[src/rtl/sdram_arbiter.sv]
// sdram_arbiter: serialises video, CPU and download accesses onto one SDRAM controller.
// Define ARB_REFRESH_EN to let the arbiter generate periodic refresh strobes itself.
module sdram_arbiter #(
  parameter int AW             = 22,
  parameter int DW             = 8,
  parameter int REFRESH_PERIOD = 276
) (
  input  logic          clock,
  input  logic          reset,
  input  logic          vidReq,
  input  logic [AW-1:0] vidA,
  output logic          vidAck,
  output logic [DW-1:0] vidQ,
  input  logic          cpuReq,
  input  logic          cpuWe,
  input  logic [AW-1:0] cpuA,
  input  logic [DW-1:0] cpuD,
  output logic          cpuAck,
  output logic [DW-1:0] cpuQ,
  input  logic          dlReq,
  input  logic [AW-1:0] dlA,
  input  logic [DW-1:0] dlD,
  output logic          dlAck,
  output logic          memRd,
  output logic          memWr,
  output logic          memRf,
  output logic [AW-1:0] memA,
  output logic [DW-1:0] memD,
  input  logic [DW-1:0] memQ,
  input  logic          memRdy
);

  typedef enum logic [1:0] {IDLE, ISSUE, WAIT, DONE} state_t;
  typedef enum logic [1:0] {G_VID, G_CPU, G_DL, G_RF} grant_t;

  state_t        r_state;
  grant_t        r_grant;
  logic          r_lastDl;
  logic          r_cpuWe;
  logic          r_memRd;
  logic          r_memWr;
  logic          r_memRf;
  logic [AW-1:0] r_memA;
  logic [DW-1:0] r_memD;
  logic          r_vidAck;
  logic          r_cpuAck;
  logic          r_dlAck;
  logic [DW-1:0] r_vidQ;
  logic [DW-1:0] r_cpuQ;
  logic          w_rfPend;

`ifdef ARB_REFRESH_EN
  localparam int CW = (REFRESH_PERIOD > 1) ? $clog2(REFRESH_PERIOD) : 1;

  logic [CW-1:0] r_rfCnt;
  logic          r_rfPend;
  logic          w_rfWrap;
  logic          w_rfDone;

  assign w_rfWrap = (r_rfCnt == CW'(REFRESH_PERIOD - 1));
  assign w_rfDone = (r_state == DONE) && (r_grant == G_RF);

  // A wrap landing on the completing refresh re-arms it; extra wraps never queue up.
  always_ff @(posedge clock or posedge reset) begin
    if (reset) begin
      r_rfCnt  <= '0;
      r_rfPend <= 1'b0;
    end else begin
      r_rfCnt <= w_rfWrap ? '0 : r_rfCnt + 1'b1;
      if (w_rfWrap)
        r_rfPend <= 1'b1;
      else if (w_rfDone)
        r_rfPend <= 1'b0;
    end
  end

  assign w_rfPend = r_rfPend;
`else
  logic w_unusedPeriod;
  assign w_unusedPeriod = REFRESH_PERIOD[0];
  assign w_rfPend       = 1'b0;
`endif

  always_ff @(posedge clock or posedge reset) begin
    if (reset) begin
      r_state  <= IDLE;
      r_grant  <= G_VID;
      r_lastDl <= 1'b1;
      r_cpuWe  <= 1'b0;
      r_memRd  <= 1'b0;
      r_memWr  <= 1'b0;
      r_memRf  <= 1'b0;
      r_memA   <= '0;
      r_memD   <= '0;
      r_vidAck <= 1'b0;
      r_cpuAck <= 1'b0;
      r_dlAck  <= 1'b0;
      r_vidQ   <= '0;
      r_cpuQ   <= '0;
    end else begin
      case (r_state)
        // Strobes are set on the way into ISSUE so they are high for exactly that cycle.
        IDLE: begin
          if (w_rfPend) begin
            r_grant <= G_RF;
            r_memRf <= 1'b1;
            r_state <= ISSUE;
          end else if (vidReq) begin
            r_grant <= G_VID;
            r_memA  <= vidA;
            r_memRd <= 1'b1;
            r_state <= ISSUE;
          end else if (cpuReq && (!dlReq || r_lastDl)) begin
            r_grant  <= G_CPU;
            r_cpuWe  <= cpuWe;
            r_lastDl <= 1'b0;
            r_memA   <= cpuA;
            if (cpuWe)
              r_memD <= cpuD;
            r_memRd  <= !cpuWe;
            r_memWr  <= cpuWe;
            r_state  <= ISSUE;
          end else if (dlReq) begin
            r_grant  <= G_DL;
            r_lastDl <= 1'b1;
            r_memA   <= dlA;
            r_memD   <= dlD;
            r_memWr  <= 1'b1;
            r_state  <= ISSUE;
          end
        end
        ISSUE: begin
          r_memRd <= 1'b0;
          r_memWr <= 1'b0;
          r_memRf <= 1'b0;
          r_state <= WAIT;
        end
        WAIT: begin
          if (memRdy) begin
            case (r_grant)
              G_VID: begin
                r_vidQ   <= memQ;
                r_vidAck <= 1'b1;
              end
              G_CPU: begin
                if (!r_cpuWe)
                  r_cpuQ <= memQ;
                r_cpuAck <= 1'b1;
              end
              G_DL:    r_dlAck <= 1'b1;
              default: ;
            endcase
            r_state <= DONE;
          end
        end
        DONE: begin
          r_vidAck <= 1'b0;
          r_cpuAck <= 1'b0;
          r_dlAck  <= 1'b0;
          r_state  <= IDLE;
        end
        default: r_state <= IDLE;
      endcase
    end
  end

  assign memRd  = r_memRd;
  assign memWr  = r_memWr;
  assign memRf  = r_memRf;
  assign memA   = r_memA;
  assign memD   = r_memD;
  assign vidAck = r_vidAck;
  assign cpuAck = r_cpuAck;
  assign dlAck  = r_dlAck;
  assign vidQ   = r_vidQ;
  assign cpuQ   = r_cpuQ;

endmodule
[config.mk]
export PLATFORM = sky130hd
export DESIGN_NAME = sdram_arbiter
export DESIGN_NICKNAME = d
export VERILOG_FILES = /design/src/rtl/sdram_arbiter.sv
export SDC_FILE = /design/constraint.sdc
export NUM_CORES = 1
export LEC_CHECK = 0
export ABC_CLOCK_PERIOD_IN_PS = 2360
export BUFFER_PORTS_ARGS = -buffer_cell sky130_fd_sc_hd__clkbuf_2
export CELL_PAD_IN_SITES_DETAIL_PLACEMENT = 1
export CELL_PAD_IN_SITES_GLOBAL_PLACEMENT = 1
export CORE_MARGIN = 2
export CORE_UTILIZATION = 30
export DETAILED_ROUTE_END_ITERATION = 6
export PLACE_DENSITY = 0.82
export SYNTH_ARGS = -nofsm -noshare
export SYNTH_HDL_FRONTEND = slang
export SYNTH_SLANG_ARGS = --single-unit
[constraint.sdc]
create_clock -name clock -period 2.36 [get_ports clock]
set_input_delay 0.236 -clock clock [delete_from_list [all_inputs] [get_ports clock]]
set_output_delay 0.236 -clock clock [all_outputs]
set_load 0.02 [all_outputs]
==> key figures, run 1 <==
Outcome
  – Status: complete, no violations

Timing
  – Final critical-path share of the clock period: 83.6%
  – Tmin final: 1.97 ns
  – Post-Route Setup TNS: 0 ns
  – Final hold viol count: 0
  – Peak Freq: 507 MHz
  – Final setup violation count: 0
  – Slew @ Worst Pin: 0.849 ns
  – RSZ-0062 raised after global routing: false
  – Clock skew: 0.00805 ns
  – Pins Over Slew Limit: 0
  – Relative slew slack: 43.4%

Die
  – Core footprint: 8680 µm²
  – Die Area: 9660 µm²
  – Initial Util: 30.7%
  – Die Width: 98.3 µm
  – I/O pins: 149
  – FP Rows: 34
  – Die H: 98.3 µm

Worst setup path
  – Worst EP arrival: 2.18 ns
  – Reg2reg start: r_state[0]$_DFFE_PP0P_
  – Worst Setup Path Type: reg -> reg
  – Critical path, cell by cell: inv_1, ha_1, nand3b_1, nor2_2, mux2_2
  – Crit-path max cell delay: 0.44 ns
  – Worst path required time: 2.56 ns
  – FF-to-FF path depth: 5
  – Worst flop-to-flop path endpoint: vidQ[2]$_DFFE_PP0P_
  – Slowest-stage cell, CP: nor2_2
  – Critical Path Sink Type: flop
  – CP max FO: 9
  – Worst Setup Start Kind: flop
  – R2r setup slk: 0.39 ns

Global route
  – GRT Util Overall: 16.7%
  – Overflow after GRT: 0
  – Largest net degree at the start of global routing: 26
  – First-pass GRT wire length: 13.0 mm
  – Vias in the first global route: 2728
  – Antenna violations before repair: 0

Drt
  – Routed WL: 7.94 mm
  – Final ANT Viol Nets: 0
  – Vias per inst: 5.08
  – # DRC: 0
  – DRT Pass-1 Iters: 4
  – Wire per inst: 15.9 µm
  – DR iter-0 viols: 136
  – Vias: 2539

Placement
  – Count of input and output buffers: 147
  – HPWL after detailed placement: 6.13 mm
  – Cells after DPL: 485
  – Gpl congestion: 0.820

Clocking
  – CTS tree: built
  – # Post-CTS Setup Buffers: 0
  – Clock-pin slew on the worst setup and hold paths: 0.06 ns
  – H-tree depth: 3
  – CTS buffer count: 9
  – CTS max path bufs: 2
  – Clock root cell: clkbuf_8
  – Worst-Skew Late Latency: 0.32 ns
  – CTS sink cnt: 57

Layout
  – ANT cells: 0
  – Area added between synthesis and finish: 38.3%
  – Final instance count without filler cells: 500
  – Nets: 491
  – Layout cells sized above 1: 49.5%

Logic synthesis
  – Most used DFF post-synth: dfrtp_1
  – Post-synth top area share: 52.5%
  – Syn_area_per_cell: 11.1 µm²
  – Synth Register Bits: 57
  – Post-Syn Nets: 342
  – Post-synthesis cell count: 240
  – Register area share after synthesis: 53.5%
  – Area leader, netlist: dfrtp_1
  – Post-synth EDFFs: 0
  – Async S/R FF share, synth: 100%
  – Synth area leaders: dfrtp_1 (53%), a222oi_1 (8.3%), mux2_2 (7.2%)
  – Synth warnings: 0
  – Post-Syn Area: 2670 µm²
  – Cell variety after synth: 32

Worst hold path
  – Hold path depth: 2
  – HP Start: memQ[0]
  – Worst min path class: in -> reg
  – Hold worst-path end: vidQ[0]$_DFFE_PP0P_

Power
  – LEAKAGE: 0.00187 µW
  – Worst VDD drop: 466 µV
  – Power density cells: 1290 nW/µm²

Flow run
  – Max-Cap Viols: 0
-- synthesized netlist by cell type (2+ instances only) --
cell type / n
o21ai_0: 8
ha_1: 5
a222oi_1: 22
buf_1: 2
buf_2: 9
mux2_2: 17
nand2_1: 4
o31ai_1: 2
a21oi_4: 2
mux2i_1: 10
buf_4: 2
dfrtp_1: 56
a21oi_1: 35
inv_1: 11
nor2_1: 35
nand3b_1: 3
clkbuf_1: 2
-- timing repair --
item | CTS | global route
endpoints found under the hold margin | 14 | 0
gates resized for setup | 0 | 0
hold buffers | 1 | 0
-- final cells by class --
cell class | instances | area (µm²)
clock buffer | 10 | 138
clock inverter | 4 | 45.0
fill | 1043 | 4990
inverter | 11 | 41.3
multi-input combinational | 156 | 1110
sequential | 57 | 1430
tap | 108 | 135
timing repair buffer | 154 | 791
-- layout by cell type, fill, tap and decap left out, types with 2 or more instances in the layout --
cell type,instances
o31ai_1,2
a21oi_4,2
a222oi_1,22
o21ai_0,8
ha_1,5
buf_4,6
nor2_1,35
nand3b_1,3
clkbuf_8,10
mux2_2,17
dfrtp_1,56
clkinv_2,3
a21oi_1,35
mux2i_1,10
nand2_1,4
inv_1,10
clkbuf_2,147
-- flip-flops by register name, summed over array words and instances (netlist names) --
register and count:
memWr 1, memD 8, vidAck 1, memA 22, r_state 2, r_cpuWe 1, memRd 1, cpuQ 8
r_lastDl 1, cpuAck 1, r_grant 2, dlAck 1, vidQ 8
-- cell families (layout without fill, tap and decap cells) --
logic type | Yosys count | count (layout) | synth area share [%]
compound gates | 75 | 75 | 19.9
flops | 57 | 57 | 53.5
simple gates | 48 | 48 | 8.35
mux | 27 | 27 | 10.9
buf+inv | 27 | 179 | 4.78
fa+ha+maj | 5 | 5 | 2.35
other cells | 1 | 1 | 0.141
-- critical path, delay by kind of cell (launching register included) --
| family | cells | cell delay (ns) |
|---|---|---|
| adders and majority gates | 1 | 0.27 |
| DFF | 1 | 0.42 |
| and+or+nand+nor | 2 | 0.64 |
| muxes | 1 | 0.40 |
| buffers and inverters | 1 | 0.13 |
-- per-layer routing --
metal / wire [µm] / share of wire, % / track usage (%)
met1: 3100 / 39 / 19.2
met2: 4170 / 53 / 30.0
met3: 526 / 6.6 / 4.37
met4: 149 / 1.9 / 5.69
met5: 0 / 0 / 0
-- report_power, final --
group / switching (µW) / internal (µW)
Clock: 362 / 499
Combinational: 1350 / 816
Sequential: 276 / 1460
-- stage by stage --
stage | worst slack, ns | total power, µW | hold WS (ns) | area (µm²) | utilization (%)
after global routing | 0.228 | 5130 | 0.136 | 3690 | 42.5
final | 0.388 | 4760 | 0.157 | 3690 | 42.5
after global placement | 0.461 | 3850 | 0.248 | 3500 | 40.3
after detailed placement | 0.364 | 3950 | 0.250 | 3500 | 40.3
after floorplan | 0.684 | 3160 | 0.385 | 2670 | -
after CTS | 0.355 | 4840 | 0.137 | 3690 | 42.5
-- how the worst max path moves through the flow --
stage / slack (ns) / cells past startpoint / from / to
detailed placement: 0.36 / 5 / r_state[0]$_DFFE_PP0P_ / vidQ[5]$_DFFE_PP0P_
floorplan: 0.68 / 5 / r_state[0]$_DFFE_PP0P_ / vidQ[0]$_DFFE_PP0P_
CTS: 0.36 / 5 / r_state[0]$_DFFE_PP0P_ / vidQ[5]$_DFFE_PP0P_
global placement: 0.46 / 5 / r_state[0]$_DFFE_PP0P_ / vidQ[4]$_DFFE_PP0P_
global route: 0.23 / 5 / r_state[0]$_DFFE_PP0P_ / vidQ[5]$_DFFE_PP0P_
finish: 0.39 / 5 / r_state[0]$_DFFE_PP0P_ / vidQ[2]$_DFFE_PP0P_
No activity file was read; power rests on OpenSTA's default activity.
==> inputs of run 2 (changes only) <==
--- a/config.mk
+++ b/config.mk
@@ -5,7 +5,7 @@
 export SDC_FILE = /design/constraint.sdc
 export NUM_CORES = 1
 export LEC_CHECK = 0
-export ABC_CLOCK_PERIOD_IN_PS = 2360
+export ABC_CLOCK_PERIOD_IN_PS = 1970
 export BUFFER_PORTS_ARGS = -buffer_cell sky130_fd_sc_hd__clkbuf_2
 export CELL_PAD_IN_SITES_DETAIL_PLACEMENT = 1
 export CELL_PAD_IN_SITES_GLOBAL_PLACEMENT = 1
==> constraint.sdc (replaced) <==
create_clock -name clock -period 1.97 [get_ports clock]
set_input_delay 0.197 -clock clock [delete_from_list [all_inputs] [get_ports clock]]
set_output_delay 0.197 -clock clock [all_outputs]
set_load 0.02 [all_outputs]
==> run 2 against run 1 <==
Non-clock buffer count grew 1. Worst hold slack lost 0.039 ns. Clock skew shrank 0.0021 ns. Die area is the same. Highest routed layer unchanged. Critical path depth grew 1. Cell count grew 0.40%.
==> key figures, run 2 (same netlist as run 1, synthesis figures left out) <==
Outcome
  – Status: complete, no violations

Clocking
  – CTS max path bufs: 2
  – Clock root cell: clkbuf_8
  – CTS buffer count: 9
  – Clock-pin slew on the worst setup and hold paths: 0.06 ns
  – H-tree depth: 3
  – Worst-Skew Late Latency: 0.33 ns
  – CTS tree: built
  – CTS sink cnt: 57

Timing
  – Peak Freq: 554 MHz
  – Pins Over Slew Limit: 0
  – Setup ws final: 0.166 ns
  – Slew @ Worst Pin: 0.667 ns
  – RSZ-0062 raised after global routing: false
  – Final setup violation count: 0
  – Hold_ws: 0.118 ns
  – Clock skew: 0.00592 ns
  – Final hold viol count: 0
  – Final critical-path share of the clock period: 91.6%
  – Relative slew slack: 55.5%
  – Tmin final: 1.80 ns

Layout
  – Area occupied by registers: 1430 µm²
  – Layout cells sized above 1: 49.7%
  – Multi-input gate area: 1130 µm²
  – Commonest non-fill, non-tap cell in the layout: clkbuf_2
  – Layout fillers: 1030
  – ANT cells: 0
  – Commonest cells after routing, fill and taps aside: clkbuf_2 (147), dfrtp_1 (56), nor2_1 (35), a21oi_1 (35), a222oi_1 (22)
  – Nets: 492
  – Area added between synthesis and finish: 40.5%
  – Max FFs per register: 22

Die
  – Die H: 98.3 µm
  – Core footprint: 8680 µm²
  – Die Area: 9660 µm²
  – Initial Util: 30.7%
  – Die Width: 98.3 µm
  – I/O pins: 149
  – FP Rows: 34

Power
  – Worst VDD drop: 494 µV
  – Power density cells: 1550 nW/µm²
  – Tot Pwr: 5800 µW
  – LEAKAGE: 0.00189 µW

Worst hold path
  – Hold worst-path end: cpuQ[6]$_DFFE_PP0P_
  – HP Start: memQ[6]
  – Hold path depth: 2
  – Worst min path class: in -> reg

Global route
  – GRT Util Overall: 17.1%
  – Overflow after GRT: 0
  – Vias in the first global route: 2671
  – First-pass GRT wire length: 13.1 mm
  – Antenna violations before repair: 0
  – Largest net degree at the start of global routing: 36

Drt
  – DR iter-0 viols: 139
  – Final ANT Viol Nets: 0
  – Vias per inst: 5.03
  – DRT Pass-1 Iters: 6
  – # DRC: 0
  – Wire per inst: 16.0 µm
  – Vias: 2527
  – Routed WL: 8.02 mm

Placement
  – Count of input and output buffers: 147
  – Gpl congestion: 0.865
  – Placement Setup Slack: -0.0230 ns
  – HPWL after detailed placement: 6.16 mm

Worst setup path
  – CP max FO: 8
  – Worst flop-to-flop path endpoint: cpuQ[4]$_DFFE_PP0P_
  – Crit-path max cell delay: 0.42 ns
  – FF-to-FF path depth: 6
  – Slowest-stage cell, CP: dfrtp_1
  – Worst EP arrival: 2.01 ns
  – Critical Path Sink Type: flop
  – Critical path, cell by cell: inv_1, ha_1, nand3b_1, nor3_4, buf_12, mux2_2
  – Reg2reg start: r_state[0]$_DFFE_PP0P_
  – R2r setup slk: 0.17 ns
  – Worst Setup Start Kind: flop
  – Worst Setup Path Type: reg -> reg
  – Worst path required time: 2.18 ns
  – Buf/Inv on CP: 2
  – Largest delay share family, worst path: simple AND/OR/NAND/NOR gates

Flow run
  – Max-Cap Viols: 0
-- run 2: cell count changes in the layout (fill, tap and decap cells not counted), sizes merged --
cell / change
buf: +1
clkbuf: +2
clkinv: -1
-- run 2: layout make-up --
cell class                      instances  area share (%)
Multi-Input combinational cell        156            30.0
Timing Repair Buffer                  155            22.0
Clock buffer                           12            4.14
Clock inverter                          3            1.07
Inverter                               11            1.10
Tap cell                              108            3.60
Sequential cell                        57            38.1
-- run 2: worst max path at each step --
stage                                 from                   end  cells past startpoint  slack (ns)
floorplan           r_state[0]$_DFFE_PP0P_   vidQ[0]$_DFFE_PP0P_                      5        0.29
global placement      r_lastDl$_DFFE_PP1P_  memA[12]$_DFFE_PP0P_                      4        0.12
detailed placement    r_lastDl$_DFFE_PP1P_  memA[12]$_DFFE_PP0P_                      4       -0.02
CTS                 r_state[0]$_DFFE_PP0P_   vidQ[2]$_DFFE_PP0P_                      5         0.1
global route        r_state[0]$_DFFE_PP0P_   memA[3]$_DFFE_PP0P_                      7        0.03
finish              r_state[0]$_DFFE_PP0P_   cpuQ[4]$_DFFE_PP0P_                      6        0.17
-- run 2: layer usage --
layer	global-route usage, %	routed length, µm	vias up
met3	5.15	538	15
met1	19.8	3190	1226
met4	6.32	166	0
met5	0	0	-
met2	29.7	4120	105
li1	-	-	1181
-- run 2: repair_timing --
item / 4_1_cts / 5_1_grt
endpoints found under the setup margin: 1 / 16
buffers inserted: 0 / 1
hold buffers: 1 / 0
gates resized for setup: 2 / 1
hold endpoints to repair: 22 / 0
pin swaps: 0 / 1
-- run 2: power breakdown --
group	switching, µW	total [µW]	leakage [µW]	internal [µW]
clock network	442	1080	0.000102	642
registers	339	2090	0.000670	1750
logic	1620	2620	0.00112	1000
total	2400	5800	0.00189	3390
-- run 2: stage by stage --
step | cells | util [%] | TNS, ns | area (µm²)
6_report | 502 | 43.2 | 0 | 3750
5_1_grt | 502 | 43.2 | 0 | 3750
4_1_cts | 501 | 42.9 | 0 | 3720
3_5_place_dp | 485 | 40.4 | -0.0230 | 3510
3_3_place_gp | 485 | 40.4 | 0 | 3510
2_1_floorplan | 240 | - | 0 | 2670
==> inputs of run 3 (changes only) <==
--- a/config.mk
+++ b/config.mk
@@ -13,6 +13,7 @@
 export CORE_UTILIZATION = 30
 export DETAILED_ROUTE_END_ITERATION = 6
 export PLACE_DENSITY = 0.82
+export RECOVER_POWER = 50
 export SYNTH_ARGS = -nofsm -noshare
 export SYNTH_HDL_FRONTEND = slang
 export SYNTH_SLANG_ARGS = --single-unit
==> run 3 against run 2 <==
The flow now finishes with violations (DRC). Worst hold slack improved by 0.0019 ns. Combinational power fell by 5%. Wire length rose by 0.59%. Non-clock buffer count did not move. Critical path type unchanged. Critical endpoint unchanged. Largest cell class unchanged. Largest power group unchanged.
==> key figures, run 3 (same netlist as run 1, synthesis figures left out) <==
Global route
  – Largest net degree at the start of global routing: 36
  – First-pass GRT wire length: 13.1 mm
  – GRT Util Overall: 17.1%
  – Overflow after GRT: 0
  – Vias in the first global route: 2671
  – Antenna violations before repair: 0

Drt
  – Final ANT Viol Nets: 0
  – Highest Signal Layer: met4
  – Routed WL: 8.06 mm
  – Met3 Routed Length: 523 µm
  – Vias per inst: 5.02
  – Metal-1 WL: 3.27 mm
  – DR iter-0 viols: 144
  – Wire per inst: 16.1 µm
  – Met2 WL: 4.12 mm
  – # DRC: 6
  – Vias: 2522
  – DRT Pass-1 Iters: 7

Timing
  – Relative slew slack: 34.8%
  – Setup ws final: 0.158 ns
  – Final hold viol count: 0
  – Tmin final: 1.81 ns
  – Final critical-path share of the clock period: 92.0%
  – Clock skew: 0.00614 ns
  – Final setup violation count: 0
  – RSZ-0062 raised after global routing: false
  – Pins Over Slew Limit: 0
  – Peak Freq: 552 MHz
  – Slew @ Worst Pin: 0.977 ns

Clocking
  – Worst-Skew Late Latency: 0.33 ns
  – CTS max path bufs: 2
  – CTS tree: built
  – Clock-pin slew on the worst setup and hold paths: 0.06 ns
  – CTS sink cnt: 57
  – Clock root cell: clkbuf_8
  – H-tree depth: 3
  – CTS buffer count: 9

Worst hold path
  – Worst min path class: in -> reg

Layout
  – Area added between synthesis and finish: 38.1%
  – Fin util: 42.5%
  – Final Instance Area: 3680 µm²
  – Max FFs per register: 22
  – Commonest cells after routing, fill and taps aside: clkbuf_2 (96), dfrtp_1 (56), clkbuf_1 (52)
  – Commonest non-fill, non-tap cell in the layout: clkbuf_2
  – Nets: 492
  – Layout cells sized above 1: 36.5%
  – ANT cells: 0

Outcome
  – Status: finished, violations left
  – Failing checks: DRC

Die
  – I/O pins: 149
  – FP Rows: 34
  – Initial Util: 30.7%
  – Die H: 98.3 µm
  – Core footprint: 8680 µm²
  – Die Width: 98.3 µm
  – Die Area: 9660 µm²

Flow run
  – Max-Cap Viols: 0

Worst setup path
  – CP max FO: 8
  – Worst Setup Path Type: reg -> reg
  – Worst Setup Start Kind: flop
  – Worst path required time: 2.18 ns
  – Worst EP arrival: 2.02 ns
  – Crit-path max cell delay: 0.42 ns
  – Critical Path Sink Type: flop
  – Slowest-stage cell, CP: dfrtp_1
  – Critical path, cell by cell: inv_1, ha_1, nand3b_1, nor3_4, buf_12, mux2_2

Placement
  – Post-DP Area: 3510 µm²
  – HPWL after detailed placement: 6.16 mm
  – Placement Setup Slack: -0.0230 ns
  – Gpl congestion: 0.865
  – Count of input and output buffers: 147

Power
  – Worst VDD drop: 492 µV
  – LEAKAGE: 0.00174 µW
  – Power density cells: 1540 nW/µm²
run 3: cell count changes in the layout (fill, tap and decap cells not counted):
cell,change
clkbuf_2,-51
clkbuf_1,+51
inv_2,-1
inv_1,+1
run 3: path summary, 6_finish.rpt:
path / from / endpoint / slack, ns / cells after the start
worst max-delay path: r_state[0]$_DFFE_PP0P_ / cpuQ[4]$_DFFE_PP0P_ / 0.16 / 6
worst min-delay path: memQ[6] / cpuQ[6]$_DFFE_PP0P_ / 0.12 / 2
worst max register to register: r_state[0]$_DFFE_PP0P_ / cpuQ[4]$_DFFE_PP0P_ / 0.16 / 6
worst min register to register: cpuQ[6]$_DFFE_PP0P_ / cpuQ[6]$_DFFE_PP0P_ / 0.51 / 1
max in group asynchronous: reset / r_lastDl$_DFFE_PP1P_ / 0.55 / 4
min in group asynchronous: reset / memA[1]$_DFFE_PP0P_ / 0.65 / 3
run 3: area by class of cell:
class                           instances  area, µm²
Clock buffer                           12        155
Inverter                               11       41.3
Fill cell                            1049       4990
Timing Repair Buffer                  155        759
Tap cell                              108        135
Clock inverter                          3       40.0
Sequential cell                        57       1430
Multi-Input combinational cell        156       1130
run 3: where the power goes:
group          internal [µW]  switching, µW
sequential              1750            338
clock                    642            436
combinational            876           1620
run 3: routing by layer:
layer / vias to the layer above / global-route usage (%)
met3: 13 / 5.15
met4: 0 / 6.32
li1: 1180 / -
met5: - / 0
met2: 105 / 29.7
met1: 1224 / 19.8
run 3: critical path, delay by kind of cell (launching register included):
family                     cells  cell delay [ns]
and+or+nand+nor                2             0.47
DFF                            1             0.42
buffers and inverters          2             0.29
adders and majority gates      1             0.18
muxes                          1             0.33
run 3: timing repair:
action	CTS	global route
setup buffers	0	1
endpoints found under the hold margin	22	0
setup endpoints to repair	1	16
hold buffers	1	0
pin swaps	0	1
resized for setup	2	1
run 3: per-stage QoR:
stage                     hold slack, ns  std cells  TNS, ns  total power (µW)
after detailed placement           0.269        485  -0.0230              4760
after global placement             0.261        485        0              4630
final                              0.120        502        0              5660
after CTS                         0.0974        501        0              5880
after global routing               0.102        502        0              6120
after floorplan                    0.346        240        0              3790
